[config.mk]
export PLATFORM = sky130hd
export DESIGN_NAME = alu_seq_unit_flat
export DESIGN_NICKNAME = d
export VERILOG_FILES = /design/src/rtl/alu_seq_unit_if.sv /design/src/rtl/alu_seq_unit.sv /design/src/flat_wrapper.sv
export SDC_FILE = /design/constraint.sdc
export NUM_CORES = 1
export LEC_CHECK = 0
export ABC_AREA = 1
export CAP_MARGIN = 20
export CORE_ASPECT_RATIO = 1.2
export CORE_MARGIN = 4
export CORE_UTILIZATION = 40
export CTS_CLUSTER_SIZE = 30
export DETAILED_ROUTE_END_ITERATION = 6
export MAX_ROUTING_LAYER = met4
export PLACE_DENSITY = 0.6
export SETUP_SLACK_MARGIN = 0.2
export SLEW_MARGIN = 40
export SYNTH_ARGS = -nofsm -noshare
export SYNTH_HDL_FRONTEND = slang
export SYNTH_SLANG_ARGS = --single-unit
[constraint.sdc]
create_clock -name clock -period 6.2 [get_ports clock]
set_clock_uncertainty 0.15 [all_clocks]
set_input_delay 1.24 -clock clock [delete_from_list [all_inputs] [get_ports clock]]
set_output_delay 1.24 -clock clock [all_outputs]
set_load 0.01 [all_outputs]
[src/rtl/alu_seq_unit_if.sv]
// alu_seq_unit_if: operand/result bundle between the decoder-side sequencer
// and alu_seq_unit.
//   master (sequencer): drives start, mode, d, r, s, op1w; reads busy, done,
//                       R, S, resw
//   slave  (ALU)      : the reverse
// WIDTH must match the WIDTH of the alu_seq_unit instance it connects to.
interface alu_seq_unit_if #(
    parameter int WIDTH = 8
) ();
    logic                 start;
    logic [4:0]           mode;
    logic [WIDTH-1:0]     d;
    logic [WIDTH-1:0]     r;
    logic [7:0]           s;
    logic [2*WIDTH-1:0]   op1w;
    logic                 busy;
    logic                 done;
    logic [WIDTH-1:0]     R;
    logic [7:0]           S;
    logic [2*WIDTH-1:0]   resw;

    modport master (output start, mode, d, r, s, op1w,
                    input  busy, done, R, S, resw);
    modport slave  (input  start, mode, d, r, s, op1w,
                    output busy, done, R, S, resw);
endinterface

[src/rtl/alu_seq_unit.sv]
// alu_seq_unit: registered ALU with the core's op/flag set on a WIDTH-bit
// datapath. Single-cycle ops post their result one clock after start;
// MUL/MULS/MULSU run a WIDTH-clock shift-add engine while busy is high.
//   clock, reset : rising-edge clock, asynchronous active-high reset
//   bus (slave)  : start/mode/d/r/s/op1w in; busy/done/R/S/resw out.
//                  R, S, resw hold their value until the next done pulse.
// Optional build macro ALU_FMUL_EN: adds FMUL/FMULS/FMULSU (modes 26..28),
// run on the multiply engine with a final left shift of the product.
module alu_seq_unit #(
    parameter int WIDTH = 8
) (
    input logic         clock,
    input logic         reset,
    alu_seq_unit_if.slave bus
);
    localparam int MSB = WIDTH - 1;
    localparam int W2  = 2 * WIDTH;
    localparam int CW  = (WIDTH > 1) ? $clog2(WIDTH) : 1;
    localparam logic [WIDTH-1:0] ONE     = WIDTH'(1);
    localparam logic [WIDTH-1:0] MIN_NEG = {1'b1, {(WIDTH-1){1'b0}}};
    localparam logic [WIDTH-1:0] MAX_POS = ~MIN_NEG;
    // SREG bit positions {I,T,H,S,V,N,Z,C}
    localparam int C_B = 0, Z_B = 1, N_B = 2, V_B = 3, S_B = 4, H_B = 5, T_B = 6;

    localparam logic [4:0] M_LDI = 5'd0,  M_CPC = 5'd1,  M_SBC = 5'd2,  M_ADD = 5'd3,
                           M_CP  = 5'd5,  M_SUB = 5'd6,  M_ADC = 5'd7,  M_AND = 5'd8,
                           M_EOR = 5'd9,  M_OR  = 5'd10, M_SREG = 5'd11, M_COM = 5'd12,
                           M_NEG = 5'd13, M_SWAP = 5'd14, M_INC = 5'd15, M_ASR = 5'd16,
                           M_LSR = 5'd17, M_ROR = 5'd18, M_DEC = 5'd19, M_ADIW = 5'd20,
                           M_SBIW = 5'd21, M_BLD = 5'd22, M_MUL = 5'd23, M_MULS = 5'd24,
                           M_MULSU = 5'd25;
`ifdef ALU_FMUL_EN
    localparam logic [4:0] M_FMUL = 5'd26, M_FMULS = 5'd27, M_FMULSU = 5'd28;
`endif

    typedef enum logic {IDLE, MUL} state_t;

    state_t             state_q, state_d;
    logic               done_q, done_d;
    logic [WIDTH-1:0]   r_q, r_d;
    logic [7:0]         s_q, s_d;
    logic [W2-1:0]      resw_q, resw_d;
    // multiply engine: magnitudes are multiplied, sign is applied at the end
    logic [W2-1:0]      mcand_q, mcand_d, acc_q, acc_d, acc_sum, prod, mul_res;
    logic [WIDTH-1:0]   mplr_q, mplr_d;
    logic [CW-1:0]      cnt_q, cnt_d;
    logic               sign_q, sign_d;
    logic [7:0]         sreg_q, sreg_d;
`ifdef ALU_FMUL_EN
    logic               frac_q, frac_d, is_frac;
`endif

    // ---------------- single-cycle datapath ----------------
    logic [WIDTH-1:0]   op_a, op_b, res, alu_r, d_mag, r_mag;
    logic [WIDTH:0]     sum, diff;
    logic               cin, h_add, h_sub, v_add, v_sub, upd_nz, z_chain, shin;
    logic [W2-1:0]      wsum, wdiff, alu_resw;
    logic [7:0]         alu_s, bmask;
    logic               is_mul, d_signed, r_signed, d_neg, r_neg;

    always_comb begin : alu_operands
        op_a = bus.d;
        op_b = bus.r;
        cin  = 1'b0;
        case (bus.mode)
            M_ADC, M_SBC, M_CPC: cin = bus.s[C_B];
            M_NEG: begin op_a = '0; op_b = bus.d; end
            default: ;
        endcase
        sum   = {1'b0, op_a} + {1'b0, op_b} + {{WIDTH{1'b0}}, cin};
        diff  = {1'b0, op_a} - {1'b0, op_b} - {{WIDTH{1'b0}}, cin};
        h_add = (op_a[3] & op_b[3]) | (op_b[3] & ~sum[3]) | (~sum[3] & op_a[3]);
        h_sub = (~op_a[3] & op_b[3]) | (op_b[3] & diff[3]) | (diff[3] & ~op_a[3]);
        v_add = (op_a[MSB] == op_b[MSB]) && (sum[MSB] != op_a[MSB]);
        v_sub = (op_a[MSB] != op_b[MSB]) && (diff[MSB] != op_a[MSB]);
        wsum  = bus.op1w + {{WIDTH{1'b0}}, bus.r};
        wdiff = bus.op1w - {{WIDTH{1'b0}}, bus.r};
        shin  = (bus.mode == M_ASR) ? bus.d[MSB] :
                (bus.mode == M_ROR) ? bus.s[C_B] : 1'b0;
    end

    always_comb begin : alu_result
        alu_r    = r_q;
        alu_s    = bus.s;
        alu_resw = resw_q;
        res      = '0;
        upd_nz   = 1'b0;
        z_chain  = 1'b0;
        bmask    = 8'b1 << bus.r[2:0];
        case (bus.mode)
            M_LDI: alu_r = bus.r;
            M_ADD, M_ADC: begin
                res = sum[MSB:0]; upd_nz = 1'b1;
                alu_s[H_B] = h_add; alu_s[V_B] = v_add; alu_s[C_B] = sum[WIDTH];
            end
            M_CP, M_SUB, M_NEG, M_CPC, M_SBC: begin
                res = diff[MSB:0]; upd_nz = 1'b1;
                z_chain = (bus.mode == M_CPC) || (bus.mode == M_SBC);
                alu_s[H_B] = h_sub; alu_s[V_B] = v_sub; alu_s[C_B] = diff[WIDTH];
            end
            M_AND: begin res = bus.d & bus.r; upd_nz = 1'b1; alu_s[V_B] = 1'b0; end
            M_EOR: begin res = bus.d ^ bus.r; upd_nz = 1'b1; alu_s[V_B] = 1'b0; end
            M_OR:  begin res = bus.d | bus.r; upd_nz = 1'b1; alu_s[V_B] = 1'b0; end
            M_SREG: alu_s = bus.r[7:0];
            M_COM: begin
                res = ~bus.d; upd_nz = 1'b1; alu_s[C_B] = 1'b1; alu_s[V_B] = 1'b0;
            end
            M_SWAP: begin
                alu_r      = bus.d;
                alu_r[7:0] = {bus.d[3:0], bus.d[7:4]};
            end
            M_INC: begin res = bus.d + ONE; upd_nz = 1'b1; alu_s[V_B] = (res == MIN_NEG); end
            M_DEC: begin res = bus.d - ONE; upd_nz = 1'b1; alu_s[V_B] = (res == MAX_POS); end
            M_ASR, M_LSR, M_ROR: begin
                res = {shin, bus.d[MSB:1]}; upd_nz = 1'b1;
                alu_s[C_B] = bus.d[0];
                alu_s[V_B] = shin ^ bus.d[0];   // N ^ C, N being the shifted-in bit
            end
            M_ADIW: begin
                alu_resw   = wsum;
                alu_s[N_B] = wsum[W2-1];
                alu_s[Z_B] = (wsum == '0);
                alu_s[V_B] = ~bus.op1w[W2-1] & wsum[W2-1];
                alu_s[C_B] = ~wsum[W2-1] & bus.op1w[W2-1];
                alu_s[S_B] = wsum[W2-1] ^ alu_s[V_B];
            end
            M_SBIW: begin
                alu_resw   = wdiff;
                alu_s[N_B] = wdiff[W2-1];
                alu_s[Z_B] = (wdiff == '0);
                alu_s[V_B] = bus.op1w[W2-1] & ~wdiff[W2-1];
                alu_s[C_B] = wdiff[W2-1] & ~bus.op1w[W2-1];
                alu_s[S_B] = wdiff[W2-1] ^ alu_s[V_B];
            end
            M_BLD: begin
                alu_r      = bus.d;
                alu_r[7:0] = bus.s[T_B] ? (bus.d[7:0] | bmask) : (bus.d[7:0] & ~bmask);
            end
            default: alu_r = '1;
        endcase
        if (upd_nz) begin
            alu_r      = res;
            alu_s[N_B] = res[MSB];
            // carry-chained compares only keep Z if it was already set
            alu_s[Z_B] = (res == '0) & (~z_chain | bus.s[Z_B]);
            alu_s[S_B] = res[MSB] ^ alu_s[V_B];
        end
    end

    // ---------------- multiply decode ----------------
    always_comb begin : mul_decode
        is_mul   = 1'b0;
        d_signed = 1'b0;
        r_signed = 1'b0;
`ifdef ALU_FMUL_EN
        is_frac  = 1'b0;
`endif
        case (bus.mode)
            M_MUL:   is_mul = 1'b1;
            M_MULS:  begin is_mul = 1'b1; d_signed = 1'b1; r_signed = 1'b1; end
            M_MULSU: begin is_mul = 1'b1; d_signed = 1'b1; end
`ifdef ALU_FMUL_EN
            M_FMUL:   begin is_mul = 1'b1; is_frac = 1'b1; end
            M_FMULS:  begin is_mul = 1'b1; is_frac = 1'b1; d_signed = 1'b1; r_signed = 1'b1; end
            M_FMULSU: begin is_mul = 1'b1; is_frac = 1'b1; d_signed = 1'b1; end
`endif
            default: ;
        endcase
        d_neg = d_signed & bus.d[MSB];
        r_neg = r_signed & bus.r[MSB];
        d_mag = d_neg ? (~bus.d + ONE) : bus.d;
        r_mag = r_neg ? (~bus.r + ONE) : bus.r;
    end

    // ---------------- FSM ----------------
    always_comb begin : fsm_next
        state_d = state_q;
        done_d  = 1'b0;
        r_d     = r_q;
        s_d     = s_q;
        resw_d  = resw_q;
        mcand_d = mcand_q;
        mplr_d  = mplr_q;
        acc_d   = acc_q;
        cnt_d   = cnt_q;
        sign_d  = sign_q;
        sreg_d  = sreg_q;
`ifdef ALU_FMUL_EN
        frac_d  = frac_q;
`endif
        acc_sum = acc_q + (mplr_q[0] ? mcand_q : '0);
        prod    = sign_q ? (~acc_sum + W2'(1)) : acc_sum;
        mul_res = prod;
`ifdef ALU_FMUL_EN
        if (frac_q) mul_res = {prod[W2-2:0], 1'b0};
`endif
        case (state_q)
            IDLE: if (bus.start) begin
                if (is_mul) begin
                    mcand_d = {{WIDTH{1'b0}}, d_mag};
                    mplr_d  = r_mag;
                    acc_d   = '0;
                    cnt_d   = CW'(WIDTH - 1);
                    sign_d  = d_neg ^ r_neg;
                    sreg_d  = bus.s;
`ifdef ALU_FMUL_EN
                    frac_d  = is_frac;
`endif
                    state_d = MUL;
                end else begin
                    r_d    = alu_r;
                    s_d    = alu_s;
                    resw_d = alu_resw;
                    done_d = 1'b1;
                end
            end
            MUL: begin
                acc_d   = acc_sum;
                mcand_d = mcand_q << 1;
                mplr_d  = mplr_q >> 1;
                cnt_d   = cnt_q - CW'(1);
                if (cnt_q == '0) begin
                    // last step: this clock's partial sum is the full product
                    resw_d     = mul_res;
                    s_d        = sreg_q;
                    s_d[C_B]   = prod[W2-1];
                    s_d[Z_B]   = (mul_res == '0);
                    done_d     = 1'b1;
                    state_d    = IDLE;
                end
            end
            default: state_d = IDLE;
        endcase
    end

    always_ff @(posedge clock or posedge reset) begin
        if (reset) begin
            state_q <= IDLE;
            done_q  <= 1'b0;
            r_q     <= '0;
            s_q     <= '0;
            resw_q  <= '0;
            mcand_q <= '0;
            mplr_q  <= '0;
            acc_q   <= '0;
            cnt_q   <= '0;
            sign_q  <= 1'b0;
            sreg_q  <= '0;
`ifdef ALU_FMUL_EN
            frac_q  <= 1'b0;
`endif
        end else begin
            state_q <= state_d;
            done_q  <= done_d;
            r_q     <= r_d;
            s_q     <= s_d;
            resw_q  <= resw_d;
            mcand_q <= mcand_d;
            mplr_q  <= mplr_d;
            acc_q   <= acc_d;
            cnt_q   <= cnt_d;
            sign_q  <= sign_d;
            sreg_q  <= sreg_d;
`ifdef ALU_FMUL_EN
            frac_q  <= frac_d;
`endif
        end
    end

    assign bus.busy = (state_q == MUL);
    assign bus.done = done_q;
    assign bus.R    = r_q;
    assign bus.S    = s_q;
    assign bus.resw = resw_q;
endmodule
[src/flat_wrapper.sv]
// flat-port wrapper written by rule: the top's interface ports become plain ports
module alu_seq_unit_flat 
#(
    parameter int WIDTH = 8
)
  (clock, reset, bus_start, bus_mode, bus_d, bus_r, bus_s, bus_op1w, bus_busy, bus_done, bus_R, bus_S, bus_resw);
  alu_seq_unit_if #(.WIDTH(WIDTH)) bus_i ();
  input logic clock;
  input logic reset;
  input wire logic [$bits(bus_i.start)-1:0] bus_start;
  input wire logic [$bits(bus_i.mode)-1:0] bus_mode;
  input wire logic [$bits(bus_i.d)-1:0] bus_d;
  input wire logic [$bits(bus_i.r)-1:0] bus_r;
  input wire logic [$bits(bus_i.s)-1:0] bus_s;
  input wire logic [$bits(bus_i.op1w)-1:0] bus_op1w;
  output wire logic [$bits(bus_i.busy)-1:0] bus_busy;
  output wire logic [$bits(bus_i.done)-1:0] bus_done;
  output wire logic [$bits(bus_i.R)-1:0] bus_R;
  output wire logic [$bits(bus_i.S)-1:0] bus_S;
  output wire logic [$bits(bus_i.resw)-1:0] bus_resw;
  assign bus_i.start = bus_start;
  assign bus_i.mode = bus_mode;
  assign bus_i.d = bus_d;
  assign bus_i.r = bus_r;
  assign bus_i.s = bus_s;
  assign bus_i.op1w = bus_op1w;
  assign bus_busy = bus_i.busy;
  assign bus_done = bus_i.done;
  assign bus_R = bus_i.R;
  assign bus_S = bus_i.S;
  assign bus_resw = bus_i.resw;
  alu_seq_unit #(.WIDTH(WIDTH)) u_core (.clock(clock), .reset(reset), .bus(bus_i));
endmodule
* Word-level counts from Yosys, hierarchy flattened
Cells that the tools add are included.
** Word-level totals
- Input port bits :: 48
- Register bits :: 86
** Operators by class
- Mux-type cells :: 55
- Equal/unequal tests :: 36
- Reduce and logical (&&, ||, !) cells :: 23
- Shift-type cells :: 1
- Bitwise gates (word level) :: 40
- $add $sub $neg :: 13
** Operator list (number)
- 16-bit two-way mux :: 9
- 16-bit one-hot mux with 2 select lines :: 4
- 8-bit two-way mux :: 11
- 8-bit one-hot mux with 9 select lines :: 1
- 5-bit equality test, second input constant :: 10
- 16-bit zero test :: 3
- 5-bit by 4-bit equality test with 1-bit output, second input constant :: 8
- 8-bit one-hot mux with 2 select lines :: 2
- 8-bit one-hot mux with 4 select lines :: 1
- 8-bit by 1-bit adder with 8-bit output, second input constant :: 3
- 8-bit inverter :: 3
- 19-bit OR reduction :: 1
- 16-bit by 1-bit adder with 16-bit output, second input constant :: 1
- 16-bit adder :: 1
- 16-bit by 8-bit adder with 16-bit output :: 1
- 8-bit bitwise AND :: 2
- 16-bit inverter :: 1
- 8-bit OR :: 2
- 16-bit OR reduction :: 1
- 16-bit by 8-bit subtractor with 16-bit output :: 1
- 5-bit by 3-bit equality test with 1-bit output, second input constant :: 3
- 1-bit two-way mux :: 15
- 1-bit bitwise AND :: 13
- 5-bit by 2-bit equality test with 1-bit output, second input constant :: 2
- other kinds (39) :: 69

* Longest topological paths before layout
Gate-level depths: netlist of the first run.
- Depth in word-level cells :: 12
- Depth in mapped cells :: 28
- Gate-level depth less buffers :: 28

* Worst setup path before layout of the first run
No wires, ideal clock.
- Kind :: input -> register
- Start :: input port bus_r[2]
- End :: register u_core.s_q[1], in the netlist u_core.bus.S[1]
- Stages :: 24
- Setup slack :: 1875 ps
- Required time :: 5973 ps
- Arrival time :: 4098 ps
- Cell sequence :: clkbuf_1 -> inv_1 -> ha_1 -> buf_2 -> a21oi_1 -> nand2_1 -> nand2_1 -> nand2_1 -> nand3_1 -> nand4_1 -> nor2_1 -> inv_1 -> ha_1 -> nor3_1 -> nand2_1 -> nor2_1 -> nand3_1 -> nor2_1 -> nand3_1 -> nand4_1 -> nand2_1 -> nand2_1 -> a21oi_1 -> a21oi_1
** Between the ends
- Cells in the longest elaborated chain, start to end :: 10
** Ends and longest elaborated chain
- from (decl) :: line flat_wrapper.sv:13 : input wire logic [$bits(bus_i.r)-1:0] bus_r;
- 8-bit two-way mux :: line alu_seq_unit.sv:65 : case (bus.mode)
- 8-bit by 8-bit subtractor with 9-bit output / 8-bit by 8-bit adder with 9-bit output (equally long branches) :: line alu_seq_unit.sv:71, alu_seq_unit.sv:70
- 9-bit by 1-bit subtractor with 9-bit output / 9-bit by 1-bit adder with 9-bit output (equally long branches) :: line alu_seq_unit.sv:71, alu_seq_unit.sv:70
- 8-bit one-hot mux with 9 select lines :: line alu_seq_unit.sv:90 : case (bus.mode)
- 8-bit zero test :: line alu_seq_unit.sv:145 : alu_s[Z_B] = (res == '0) & (~z_chain | bus.s[Z_B]);
- 1-bit bitwise AND :: line alu_seq_unit.sv:145
- 2-bit two-way mux (*) :: line alu_seq_unit.sv:141 : if (upd_nz) begin
- 8-bit two-way mux (*) :: line alu_seq_unit.sv:199 : if (is_mul) begin
- 8-bit two-way mux (*) :: line alu_seq_unit.sv:198 : IDLE: if (bus.start) begin
- 8-bit one-hot mux with 2 select lines (*) :: line alu_seq_unit.sv:197 : case (state_q)
- to (signal assigned) :: line alu_seq_unit.sv:241 : s_q <= '0;
- to (signal assigned) :: line alu_seq_unit.sv:256 : s_q <= s_d;
- to (decl) :: line alu_seq_unit.sv:41 : logic [7:0] s_q, s_d;
Every way passes the cells marked *; elsewhere a longest branch is shown, timed or not. The select of a mux whose other input is x is not followed.
A chain may end at the register's enable or synchronous reset.

* Worst setup path in the final report of the first run
- Start :: input port bus_mode[1]
- End :: register u_core.s_q[1], in the netlist u_core.bus.S[1]
** Between the ends
- Cells in the longest elaborated chain, start to end :: 11
** Ends and longest elaborated chain
- from (decl) :: line flat_wrapper.sv:11 : input wire logic [$bits(bus_i.mode)-1:0] bus_mode;
- 5-bit by 4-bit equality test with 1-bit output (tied with other cells) :: line alu_seq_unit.sv:65, alu_seq_unit.sv:90
- 8-bit two-way mux / 3-bit OR reduction (equally long branches) :: line alu_seq_unit.sv:65
- 8-bit by 8-bit subtractor with 9-bit output (tied with other cells) :: line alu_seq_unit.sv:71 : diff = {1'b0, op_a} - {1'b0, op_b} - {{WIDTH{1'b0}}, cin};
- 9-bit by 1-bit subtractor with 9-bit output / 9-bit by 1-bit adder with 9-bit output (equally long branches) :: line alu_seq_unit.sv:71, alu_seq_unit.sv:70
- 8-bit one-hot mux with 9 select lines :: line alu_seq_unit.sv:90
- 8-bit zero test :: line alu_seq_unit.sv:145
- 1-bit bitwise AND :: line alu_seq_unit.sv:145
- 2-bit two-way mux :: line alu_seq_unit.sv:141
- 8-bit two-way mux :: line alu_seq_unit.sv:199
- 8-bit two-way mux :: line alu_seq_unit.sv:198
- 8-bit one-hot mux with 2 select lines :: line alu_seq_unit.sv:197
Parallel ways exist; a longest one is shown, timed or not. The select of a mux whose other input is x is not followed.

==> flow_metrics.tcl, run 1 <==
set metrics [dict create \
    p_clk_share_pct 16.2 \
    grt_pass1_wl_mm 55.0 \
    period_needed_ns 5.11 \
    fin_tns_setup_ns 0 \
    grt_usage_pct 27.5 \
    relSlewSlack_pct 46.5 \
    seqPwrFrac_pct 27.4 \
    place_ws_ns 0.758 \
    dr.pass1.iters 7 \
    routabilityCongestion 0.980 \
    yosysWarningCount 0 \
    synth_nets 1663 \
    outcome "completed" \
    grt_max_degree 50 \
    power.share.combinational_pct 56.5 \
    hpwl_mm 27.7 \
    tritoncts "built" \
    cts_buffers 9 \
    via_per_inst 5.36 \
    worstSetupStartpointType "input pin" \
    ioPinCount 82 \
    die-area_um2 26200 \
    layout_common_cells "469 x nand2_1, 199 x inv_1, 134 x nor2_1, 114 x nand3_1, 100 x o21ai_0" \
    antenna_cells 0 \
    syn_to_final_growth_pct 15.9 \
    max-vdd-ir-drop_v 0.000150 \
    setup_viol 0 \
    fin_util_pct 47.2 \
    ys_ff_latch 84 \
    rsz0062_at_grt "false" \
    synth_cell_types 52 \
    async_flop_share_pct 100 \
    powerDensity_nw_per_um2 322 \
    seq_area_frac_synth_pct 22.2 \
    clock_latency_ns 0.35 \
    p_sw_uw 1700 \
    port_buffers 81 \
    drc 0 \
    nNetsFinal 1736 \
    die_w_um 148 \
    hp-class "reg -> reg" \
    worst_pin_slew_ns 0.801 \
    synthesis.area_um2 9460 \
    maxSlewViolCount 0 \
    fmax_mhz 196 \
    wirelength_mm 34.9 \
    cts_sinks 84 \
    maxCapViolCount 0 \
    coreArea_um2 23200 \
    synthCells 1521 \
    rows 61 \
    clk_pin_slew_worst_paths_ns 0.08 \
    postCtsSetupBuffers 0 \
    drive_above_1_share_pct 6.00 \
    end_kind "register" \
    fin_crit_sh_pct 82.3 \
    start_util_pct 40.8 \
    cts_root_buffer "clkbuf_16" \
    wire_per_inst_um 18.2 \
    ctsHoldBuffers 0 \
    drt_iter0_markers 792 \
    sw_frac_of_total_pct 48.0 \
    dieHeight_um 176 \
    internal_power_uw 1830 \
    fin_ws_ns 1.09 \
    cts_buffer_depth 2 \
    synth_edf_count 0 \
    worstSetupPathType "in -> reg" \
    final_common_cell "nand2_1" \
    cts_resized 0 \
    p_leak_uw 0.00571 \
    crit_arrival_ns 5.23 \
    antenna_found_initial 0 \
    cts_max_level 3 \
    overflow 0 \
    crit_fanout 16 \
    syn_area_per_cell_um2 6.22 \
    num_vias 10268 \
    grt_pass1_vias 9800 \
    hold_viol_final 0 \
    cp.required_ns 6.33 \
    synthFlopType "dfrtp_1" \
    antenna_left 0 \
]
==> stage by stage <==
stage          cell area [µm²]  cells  hold WS, ns  total power, µW
2_1_floorplan             9460   1521        0.287             2220
3_3_place_gp             10700   1898        0.305             2940
3_5_place_dp             10700   1898        0.308             2960
4_1_cts                  11000   1914        0.325             3540
5_1_grt                  11000   1914        0.337             3840
6_report                 11000   1914        0.324             3530
==> state kept, by name, summed over array words and instances, names as in the netlist <==
register         cells
u_core.bus.busy      1
u_core.cnt_q         3
u_core.acc_q        16
u_core.mcand_q      16
u_core.mplr_q        8
u_core.bus.R         8
u_core.bus.done      1
u_core.bus.resw     16
u_core.bus.S         8
u_core.sign_q        1
u_core.sreg_q        6
==> path summary, 6_finish.rpt <==
path	depth (start not counted)	end	start	slack, ns
max	22	u_core.bus.S[1]	bus_mode[1]	1.09
min	2	u_core.sreg_q[2]	u_core.sreg_q[2]	0.32
max reg2reg	19	u_core.bus.S[1]	u_core.mplr_q[0]	2.41
min reg2reg	2	u_core.sreg_q[2]	u_core.sreg_q[2]	0.32
max in group asynchronous	3	u_core.acc_q[13]	reset	3.65
min in group asynchronous	2	u_core.bus.R[0]	reset	1.14
==> power groups by stage <==
stage | clock (µW) | sequential (µW) | combinational (µW)
6_report | 570 | 966 | 1990
5_1_grt | 600 | 997 | 2240
4_1_cts | 578 | 966 | 2000
3_5_place_dp | 0 | 973 | 1990
3_3_place_gp | 0 | 969 | 1980
2_1_floorplan | 0 | 950 | 1270
==> cells in the mapped netlist (16+ instances only) <==
| cell type | number | area [µm²] |
|---|---|---|
| o211ai_1 | 16 | 120 |
| a21oi_1 | 54 | 270 |
| clkbuf_1 | 24 | 90.1 |
| xor2_1 | 26 | 228 |
| nand2_1 | 469 | 1760 |
| nand4_1 | 26 | 163 |
| nor2_1 | 134 | 503 |
| nor3_1 | 21 | 105 |
| ha_1 | 86 | 1080 |
| o21ai_0 | 100 | 500 |
| nand3_1 | 114 | 571 |
| dfrtp_1 | 84 | 2100 |
| inv_2 | 22 | 82.6 |
| inv_1 | 200 | 751 |
==> metal layers <==
| metal | up-vias | track usage [%] | part of all wire (%) |
|---|---|---|---|
| met3 | 76 | 3.00 | 5.8 |
| met1 | 4737 | 35.9 | 44 |
| met5 | - | - | 0 |
| li1 | 5080 | - | - |
| met2 | 375 | 45.6 | 48 |
| met4 | 0 | 7.66 | 2.9 |
==> worst max-delay path, stage by stage <==
cell             delay, ns
clkdlybuf4s50_1       0.61
inv_2                 0.08
nand2_2               0.10
inv_1                 0.07
nand2_4               0.16
inv_2                 0.12
o21ai_0               0.32
inv_1                 0.12
fa_1                  0.49
inv_1                 0.08
a21oi_1               0.05
o21ai_0               0.33
fa_1                  0.49
nand2_1               0.08
o21ai_0               0.07
nor3_1                0.17
o2111ai_1             0.16
nor2_1                0.11
nand3_1               0.08
nand2_1               0.08
a21oi_1               0.06
a21oi_1               0.16
==> final cells by class <==
type	count	area, µm²
Timing Repair Buffer	102	968
Clock buffer	10	229
Clock inverter	6	71.3
Fill cell	2545	12200
Inverter	224	842
Sequential cell	84	2100
Tap cell	315	394
Multi-Input combinational cell	1173	6350
==> logic make-up after synthesis <==
group	Yosys count	share of synthesized area, %
flip-flops	84	22.2
XOR/XNOR	28	2.59
AND/OR/NAND/NOR	806	36.2
AO/OA/AOI/OAI	245	15.3
adder cells (fa/ha/maj)	94	13.1
buffers and inverters	264	10.7
Note: power is estimated with default switching activity, not from simulation.
==> inputs of run 2 (changes only) <==
--- a/config.mk
+++ b/config.mk
@@ -13,7 +13,7 @@
 export CTS_CLUSTER_SIZE = 30
 export DETAILED_ROUTE_END_ITERATION = 6
 export MAX_ROUTING_LAYER = met4
-export PLACE_DENSITY = 0.6
+export PLACE_DENSITY = 0.62
 export SETUP_SLACK_MARGIN = 0.2
 export SLEW_MARGIN = 40
 export SYNTH_ARGS = -nofsm -noshare
==> constraint.sdc (replaced) <==
create_clock -name clock -period 4.6 [get_ports clock]
set_clock_uncertainty 0.15 [all_clocks]
set_input_delay 0.92 -clock clock [delete_from_list [all_inputs] [get_ports clock]]
set_output_delay 0.92 -clock clock [all_outputs]
set_load 0.01 [all_outputs]
==> flow_metrics.tcl, run 2 (synthesis results as in run 1) <==
set metrics [dict create \
    outcome "completed" \
    syn_to_final_growth_pct 23.5 \
    drt_iter0_markers 742 \
    ctsHoldBuffers 0 \
    hp-class "reg -> reg" \
    grt_usage_pct 27.0 \
    ioPinCount 82 \
    end_kind "register" \
    grt_pass1_vias 10221 \
    grt_max_degree 53 \
    powerDensity_nw_per_um2 415 \
    crit_start "bus_mode[2]" \
    fin_tns_setup_ns 0 \
    coreArea_um2 23200 \
    grt_pass1_wl_mm 54.5 \
    sw_frac_of_total_pct 46.9 \
    hold_viol_final 0 \
    dr.pass1.iters 5 \
    multi_input_area_um2 6400 \
    antenna_left 0 \
    setup_viol 0 \
    rsz0062_at_grt "true" \
    place_ws_ns -0.0967 \
    fillCellCount 2493 \
    design_area_um2 11700 \
    worstSetupPathType "in -> reg" \
    nNetsFinal 1821 \
    cp.required_ns 4.72 \
    fin_ws_ns 0.434 \
    num_vias 10560 \
    period_needed_ns 4.17 \
    wirelength_mm 34.5 \
    cts_resized 0 \
    port_buffers 81 \
    endpoint "u_core.bus.S[1]" \
    antenna_cells 0 \
    layout_common_cells "469 x nand2_1, 199 x inv_1, 133 x nor2_1, 113 x nand3_1, 105 x buf_4" \
    worst-r2r-setup-slack_ns 1.06 \
    clock_latency_ns 0.34 \
    start_util_pct 40.8 \
    p_leak_uw 0.00616 \
    p_clk_share_pct 15.7 \
    worstSetupStartpointType "input pin" \
    cts_buffer_depth 2 \
    maxCapViolCount 0 \
    fin_crit_sh_pct 90.6 \
    placed_area_um2 11300 \
    overflow 0 \
    cts_buffers 9 \
    power_uw 4850 \
    fmax_mhz 240 \
    power.share.combinational_pct 57.7 \
    r2r-end "u_core.bus.S[1]" \
    clk_pin_slew_worst_paths_ns 0.06 \
    maxSlewViolCount 0 \
    drc 0 \
    worst_pin_slew_ns 0.730 \
    final_common_cell "nand2_1" \
    routabilityCongestion 1.02 \
    whs_ns 0.335 \
    crit_fanout 4 \
    drive_above_1_share_pct 11.5 \
    cts_max_level 3 \
    cts_root_buffer "clkbuf_16" \
    p_sw_uw 2280 \
    hpwl_mm 28.3 \
    crit-reg2reg-launch "u_core.mplr_q[0]" \
    dieHeight_um 176 \
    relSlewSlack_pct 51.3 \
    antenna_found_initial 0 \
    seqCellArea_um2 2100 \
    via_per_inst 5.28 \
    r2r_cells 19 \
    wire_per_inst_um 17.3 \
    rows 61 \
    max-vdd-ir-drop_v 0.000224 \
    die_w_um 148 \
    seqPwrFrac_pct 26.7 \
    die-area_um2 26200 \
    postCtsSetupBuffers 0 \
    tritoncts "built" \
    internal_power_uw 2570 \
    crit_arrival_ns 4.28 \
    cts_sinks 84 \
]
==> run 2: worst max-delay path, stage by stage <==
cell and delay (ns):
clkdlybuf4s50_1 0.54, nand3_2 0.11, inv_2 0.08, nand2_4 0.06
inv_2 0.07, nand2_1 0.06, o21ai_2 0.06, inv_1 0.07
fa_1 0.46, fa_1 0.39, inv_1 0.10, a21oi_1 0.06
o21ai_0 0.11, nand2_1 0.07, nor2_1 0.08, nand2_1 0.07
a21oi_1 0.28, nand3_1 0.12, nor2_1 0.15, nand3_2 0.12
nand2_1 0.09, a21oi_1 0.06, a21oi_1 0.16
==> run 2: how the worst min path moves through the flow <==
stage	startpoint	to	depth (start not counted)
floorplan	u_core.sreg_q[2]	u_core.sreg_q[2]	2
global placement	u_core.sreg_q[2]	u_core.sreg_q[2]	2
detailed placement	u_core.sreg_q[2]	u_core.sreg_q[2]	2
CTS	u_core.acc_q[0]	u_core.acc_q[0]	2
global route	u_core.bus.resw[13]	u_core.bus.resw[13]	2
finish	u_core.sreg_q[6]	u_core.sreg_q[6]	2
==> run 2: final cells by class <==
| class | count | area share (%) |
|---|---|---|
| Timing Repair Buffer | 187 | 13.9 |
| Multi-Input combinational cell | 1173 | 54.8 |
| Clock buffer | 10 | 2.05 |
| Clock inverter | 6 | 0.611 |
| Tap cell | 315 | 3.38 |
| Inverter | 224 | 7.21 |
| Sequential cell | 84 | 18.0 |
==> run 2: through the flow <==
step	instances	utilization, %
detailed placement	1983	48.7
global placement	1983	48.7
finish	1999	50.3
floorplan	1521	-
CTS	1999	50.1
global route	1999	50.3
==> run 2: power by group through the flow <==
stage	clock network, µW	registers, µW	logic (µW)
after floorplan	0	1280	1720
after global placement	0	1300	2750
after detailed placement	0	1300	2790
after CTS	773	1300	2800
after global routing	804	1330	3130
final	759	1300	2800
==> run 2: metal layers <==
metal,track usage [%],vias to the layer above,routed length (µm)
met4,8.51,0,1020
met1,35.7,4925,15500
met2,44.0,316,16400
met5,-,-,0
met3,2.49,53,1480
li1,-,5266,-
